`src/rtl/chan_arb_fifo.sv`:
```
// Per-channel FIFOs feeding one output through a round-robin arbiter that holds its grant under backpressure.
// Define CHAN_ARB_FIFO_STATS_EN to add per-channel saturating grant counters on stat_grants.
module chan_arb_fifo #(
    parameter int NUM_CH = 4,
    parameter int DATA_W = 8,
    parameter int DEPTH  = 4
) (
    input  logic                       clk,
    input  logic                       rst_n,
    input  logic [NUM_CH-1:0]          in_valid,
    output logic [NUM_CH-1:0]          in_ready,
    input  logic [NUM_CH*DATA_W-1:0]   in_data,
    output logic                       out_valid,
    input  logic                       out_ready,
    output logic [DATA_W-1:0]          out_data,
    output logic [$clog2(NUM_CH)-1:0]  out_ch,
    input  logic                       flush
`ifdef CHAN_ARB_FIFO_STATS_EN
    ,
    output logic [NUM_CH*16-1:0]       stat_grants
`endif
);

    localparam int CH_W  = $clog2(NUM_CH);
    localparam int PTR_W = $clog2(DEPTH);
    localparam int CNT_W = $clog2(DEPTH + 1);

    localparam logic [0:0] ST_ARB  = 1'b0;
    localparam logic [0:0] ST_HOLD = 1'b1;

    logic [0:0]        state_q, state_d;
    logic [CH_W-1:0]   grant_q, grant_d;
    logic [CH_W-1:0]   rr_q, rr_d;
    logic              ready_en_q, ready_en_d;

    logic [CNT_W-1:0]  count_q  [NUM_CH];
    logic [CNT_W-1:0]  count_d  [NUM_CH];
    logic [PTR_W-1:0]  wr_ptr_q [NUM_CH];
    logic [PTR_W-1:0]  wr_ptr_d [NUM_CH];
    logic [PTR_W-1:0]  rd_ptr_q [NUM_CH];
    logic [PTR_W-1:0]  rd_ptr_d [NUM_CH];
    logic [DATA_W-1:0] head_data [NUM_CH];

    logic [NUM_CH-1:0] not_empty;
    logic [NUM_CH-1:0] push;
    logic [NUM_CH-1:0] pop;
    logic [CH_W-1:0]   arb_sel;
    logic              arb_found;
    int                arb_idx;
    logic [CH_W-1:0]   cur_ch;
    logic              handshake;

    // in_ready depends only on registered state, never on out_ready.
    always_comb begin
        for (int c = 0; c < NUM_CH; c++) begin
            not_empty[c] = (count_q[c] != '0);
            in_ready[c]  = ready_en_q && (count_q[c] != CNT_W'(DEPTH));
        end
    end

    // First non-empty channel at or after rr_q, wrapping at NUM_CH.
    always_comb begin
        arb_sel   = '0;
        arb_found = 1'b0;
        arb_idx   = 0;
        for (int i = 0; i < NUM_CH; i++) begin
            arb_idx = int'(rr_q) + i;
            if (arb_idx >= NUM_CH) begin
                arb_idx = arb_idx - NUM_CH;
            end
            if (!arb_found && not_empty[arb_idx]) begin
                arb_found = 1'b1;
                arb_sel   = CH_W'(arb_idx);
            end
        end
    end

    always_comb begin
        cur_ch    = (state_q == ST_HOLD) ? grant_q : arb_sel;
        out_valid = |not_empty;
        out_ch    = out_valid ? cur_ch : '0;
        out_data  = out_valid ? head_data[cur_ch] : '0;
        handshake = out_valid && out_ready;
    end

    always_comb begin
        for (int c = 0; c < NUM_CH; c++) begin
            push[c] = in_valid[c] && in_ready[c] && !flush;
            pop[c]  = handshake && !flush && (cur_ch == CH_W'(c));
        end
    end

    always_comb begin
        state_d    = state_q;
        grant_d    = grant_q;
        rr_d       = rr_q;
        ready_en_d = 1'b1;
        if (flush) begin
            state_d = ST_ARB;
            grant_d = '0;
            rr_d    = '0;
        end else if (handshake) begin
            state_d = ST_ARB;
            rr_d    = (cur_ch == CH_W'(NUM_CH - 1)) ? '0 : cur_ch + 1'b1;
        end else if (out_valid) begin
            // Stalled: freeze the channel currently presented.
            state_d = ST_HOLD;
            grant_d = cur_ch;
        end else begin
            state_d = ST_ARB;
        end
    end

    always_comb begin
        for (int c = 0; c < NUM_CH; c++) begin
            count_d[c]  = count_q[c];
            wr_ptr_d[c] = wr_ptr_q[c];
            rd_ptr_d[c] = rd_ptr_q[c];
            if (flush) begin
                count_d[c]  = '0;
                wr_ptr_d[c] = '0;
                rd_ptr_d[c] = '0;
            end else begin
                if (push[c]) begin
                    wr_ptr_d[c] = wr_ptr_q[c] + 1'b1;
                end
                if (pop[c]) begin
                    rd_ptr_d[c] = rd_ptr_q[c] + 1'b1;
                end
                if (push[c] && !pop[c]) begin
                    count_d[c] = count_q[c] + 1'b1;
                end else if (pop[c] && !push[c]) begin
                    count_d[c] = count_q[c] - 1'b1;
                end
            end
        end
    end

    always_ff @(posedge clk or negedge rst_n) begin
        if (!rst_n) begin
            state_q    <= ST_ARB;
            grant_q    <= '0;
            rr_q       <= '0;
            ready_en_q <= 1'b0;
            for (int c = 0; c < NUM_CH; c++) begin
                count_q[c]  <= '0;
                wr_ptr_q[c] <= '0;
                rd_ptr_q[c] <= '0;
            end
        end else begin
            state_q    <= state_d;
            grant_q    <= grant_d;
            rr_q       <= rr_d;
            ready_en_q <= ready_en_d;
            for (int c = 0; c < NUM_CH; c++) begin
                count_q[c]  <= count_d[c];
                wr_ptr_q[c] <= wr_ptr_d[c];
                rd_ptr_q[c] <= rd_ptr_d[c];
            end
        end
    end

    // Storage carries no reset: an entry is only observable once its count says so.
    for (genvar gi = 0; gi < NUM_CH; gi++) begin : g_ch
        logic [DATA_W-1:0] mem [DEPTH];

        always_ff @(posedge clk) begin
            if (push[gi]) begin
                mem[wr_ptr_q[gi]] <= in_data[gi*DATA_W +: DATA_W];
            end
        end

        assign head_data[gi] = mem[rd_ptr_q[gi]];
    end

`ifdef CHAN_ARB_FIFO_STATS_EN
    logic [15:0] stat_q [NUM_CH];
    logic [15:0] stat_d [NUM_CH];

    always_comb begin
        for (int c = 0; c < NUM_CH; c++) begin
            stat_d[c] = stat_q[c];
            if (flush) begin
                stat_d[c] = '0;
            end else if (pop[c] && (stat_q[c] != 16'hFFFF)) begin
                stat_d[c] = stat_q[c] + 16'd1;
            end
        end
    end

    always_ff @(posedge clk or negedge rst_n) begin
        if (!rst_n) begin
            for (int c = 0; c < NUM_CH; c++) begin
                stat_q[c] <= '0;
            end
        end else begin
            for (int c = 0; c < NUM_CH; c++) begin
                stat_q[c] <= stat_d[c];
            end
        end
    end

    for (genvar gi = 0; gi < NUM_CH; gi++) begin : g_stat
        assign stat_grants[gi*16 +: 16] = stat_q[gi];
    end
`endif

endmodule

```
`config.mk`:
```
export PLATFORM = sky130hd
export DESIGN_NAME = chan_arb_fifo
export DESIGN_NICKNAME = d
export VERILOG_FILES = /design/src/rtl/chan_arb_fifo.sv
export SDC_FILE = /design/constraint.sdc
export NUM_CORES = 1
export LEC_CHECK = 0
export CAP_MARGIN = 20
export CELL_PAD_IN_SITES_DETAIL_PLACEMENT = 0
export CELL_PAD_IN_SITES_GLOBAL_PLACEMENT = 1
export CORE_MARGIN = 2
export CORE_UTILIZATION = 54
export DETAILED_ROUTE_END_ITERATION = 12
export DONT_BUFFER_PORTS = 1
export GPL_TIMING_DRIVEN = 0
export PLACE_DENSITY_LB_ADDON = 0.1
export SETUP_SLACK_MARGIN = 0.1
export SYNTH_ARGS = -nofsm -noshare
export SYNTH_HDL_FRONTEND = slang
export SYNTH_SLANG_ARGS = --single-unit
```
`constraint.sdc`:
```
create_clock -name clk -period 4.79 [get_ports clk]
set_input_delay 0.479 -clock clk [delete_from_list [all_inputs] [get_ports clk]]
set_output_delay 0.479 -clock clk [all_outputs]
set_load 0.1 [all_outputs]
```
==> results.sh <==
export IMPL_ios=55
export IMPL_die_area_sq_mm=0.0141
export IMPL_synth_cells=434
export IMPL_synth_top_area_share_pct=53.9
export IMPL_yosys_top_cells_area="edfxtp_1, mux4_2, dfrtp_1"
export IMPL_drc=0
export IMPL_cp_start_kind="flop"
export IMPL_setup_worst_path_class="reg2out"
export IMPL_path_cells="nor3_4 > and3_4 > a2111oi_4 > a311oi_4 > clkbuf_1 > mux4_2 > and2_1"
export IMPL_max_clock_path_buffers=2
export IMPL_die_h_microns=119
export IMPL_vias=3627
export IMPL_hold_viol=0
export IMPL_antenna_found_initial=0
export IMPL_synthesis_area_sq_mm=0.00713
export IMPL_wl_per_cell_microns=20.7
export IMPL_setup_viol_count_final=0
export IMPL_gr_max_usage_layer="met2"
export IMPL_vias_per_cell=5.62
export IMPL_synth_warnings=0
export IMPL_drtPass1Iterations=4
export IMPL_antenna_cells=0
export IMPL_hpwl_mm=9.51
export IMPL_min_from="out_ready"
export IMPL_yosys_area_top_type="edfxtp_1"
export IMPL_ys_types=39
export IMPL_area_growth_pct=13.1
export IMPL_start_util_pct=55.8
export IMPL_cp_max_fo=10
export IMPL_synthTopCellsByCount="edfxtp_1, mux4_2, nor2_1, dfrtp_1, and2_1"
export IMPL_use_met2_pct=33.3
export IMPL_grt_total_usage_pct=20.6
export IMPL_min_delay_path_class="in2reg"
export IMPL_slew_viol_final=0
export IMPL_worst_ep_arrival_time_ps=3530
export IMPL_wirelength_mm=13.3
export IMPL_cts_clk_slew_worst_paths_ps=60
export IMPL_max_stage_delay_ps=790
export IMPL_worst_slew_pin_slew_ps=1060
export IMPL_core_area_sq_mm=0.0128
export IMPL_port_buffers=0
export IMPL_cp_startpoint="count_q[1]"
export IMPL_slew_headroom_pct=29.4
export IMPL_rsz0062_at_grt="false"
export IMPL_htreeDepth=4
export IMPL_rows=41
export IMPL_status="finished clean"
export IMPL_ant_nets=0
export IMPL_use_met1_pct=26.9
export IMPL_cts_resized=0
export IMPL_drt_iter0_markers=271
export IMPL_grt_max_degree=35
export IMPL_grt_pass1_vias=3849
export IMPL_drv_cap=0
export IMPL_r2r_start="count_q[1]"
export IMPL_cts_made_buffers=17
export IMPL_ys_async_sr_fraction_pct=21.0
export IMPL_yosys_register_bits=162
export IMPL_layout_drive_gt1_share_pct=19.2
export IMPL_die_w_microns=119
export IMPL_hold_worst_slack_ps=134
export IMPL_max_freq_mhz=250
export IMPL_cts_tree="done"
export IMPL_syn_area_per_cell_sq_um=16.4
export IMPL_setup_tns_ps=0
export IMPL_grt_overflow=0
export IMPL_grt_pass1_wl_mm=21.0
export IMPL_endpoint_kind="primary output"
export IMPL_synth_most_common_cell="edfxtp_1"
export IMPL_critPathSlowestCell="and2_1"
export IMPL_synth_edf_count=128
export IMPL_crit_required_ps=4310
export IMPL_clk_latency_ps=420
export IMPL_cts_sinks=162
export IMPL_fin_skew_ps=8.94
export IMPL_period_share_pct=83.7
export IMPL_nNetsFinal=522
export IMPL_yosysSeqAreaShare_pct=65.8
export IMPL_syn_num_nets=496
export IMPL_layout_min_cycle_time_ps=4010
export IMPL_gp_congestion=0.842
export IMPL_synth_main_ff_cell="edfxtp_1"
export IMPL_grtUsageMet3_pct=6.90
export IMPL_cts_root_buf="clkbuf_16"
==> path summary, 6_finish.rpt <==
check                              end  slack, ps  depth (start not counted)
setup / recovery           out_data[3]        780                          7
hold reg to reg             grant_q[1]        570                          2
hold / removal                 state_q        130                          1
min in group asynchronous   count_q[1]        520                          2
setup reg to reg            count_q[5]        800                         14
max in group asynchronous  rd_ptr_q[7]       4080                          2
==> worst max-delay path, delay by kind of cell (launching register included) <==
family / cells / cell delay [ps]
multiplexers: 1 / 310
flip-flops: 1 / 420
buffers and inverters: 1 / 540
AND/OR/NAND/NOR: 3 / 1310
AO/OA/AOI/OAI: 2 / 520
==> cell usage in the layout (no fill, tap or decap), types with 4 or more instances in the layout <==
master | Yosys | final
edfxtp_1 | 128 | 128
mux4_2 | 40 | 40
nor2_1 | 39 | 38
dfrtp_1 | 34 | 34
and2_1 | 26 | 26
inv_1 | 20 | 20
nand2_1 | 18 | 18
ha_1 | 18 | 18
clkbuf_16 | 0 | 17
xnor2_1 | 16 | 16
clkbuf_1 | 11 | 15
nor3_1 | 8 | 8
nand3_1 | 8 | 8
buf_1 | 6 | 6
a21oi_1 | 7 | 6
mux2_1 | 6 | 6
or3_1 | 4 | 4
a211oi_1 | 4 | 4
a31oi_2 | 0 | 4
xor2_1 | 4 | 4
fa_1 | 4 | 4
==> repair_timing <==
action                                 CTS  global route
hold buffers                             2             0
endpoints found under the hold margin   34             0
buffers inserted                         0             0
setup endpoints to repair                0             0
==> per-stage QoR <==
stage / util (%) / setup WS (ps) / cells / cell area, sq um
floorplan: - / 924 / 434 / 7130
global placement: 57.5 / 499 / 606 / 7350
detailed placement: 58.7 / 789 / 611 / 7490
CTS: 63.1 / 729 / 645 / 8060
global route: 63.1 / 565 / 645 / 8060
finish: 63.1 / 783 / 645 / 8060
==> cell type report <==
cell class	count	area [sq um]
clock buffers	23	458
fillers	925	4710
clock inverters	9	83.8
repair buffers	7	143
inverters	22	82.6
multi-input cells	232	2310
flip-flops and latches	162	4690
well taps	172	215
plain buffers	18	72.6
==> cells by family after synthesis <==
logic type                 Yosys count  synth area share (%)
DFF                                162                  65.8
muxes                               48                  13.9
and+or+nand+nor                    116                  8.60
buffers and inverters               40                  2.16
other                                1                0.0526
adders and majority gates           22                  4.28
xor gates and xnor gates            20                  2.46
AOI/OAI and AO/OA                   25                  2.77
==> state kept, by name (all words and copies together), names as in the netlist <==
register / flops
ready_en_q: 1
g_ch.mem: 128
state_q: 1
rr_q: 2
wr_ptr_q: 8
rd_ptr_q: 8
count_q: 12
grant_q: 2
==> metal layers <==
layer | wire [microns] | part of all wire, %
met4 | 164 | 1.2
met3 | 810 | 6.1
met5 | 0 | 0
met2 | 6670 | 50
met1 | 5700 | 43
Power is left out: the tool's default activity adds up to more than one toggle a clock period on the data nets, which glitch-free logic cannot reach.
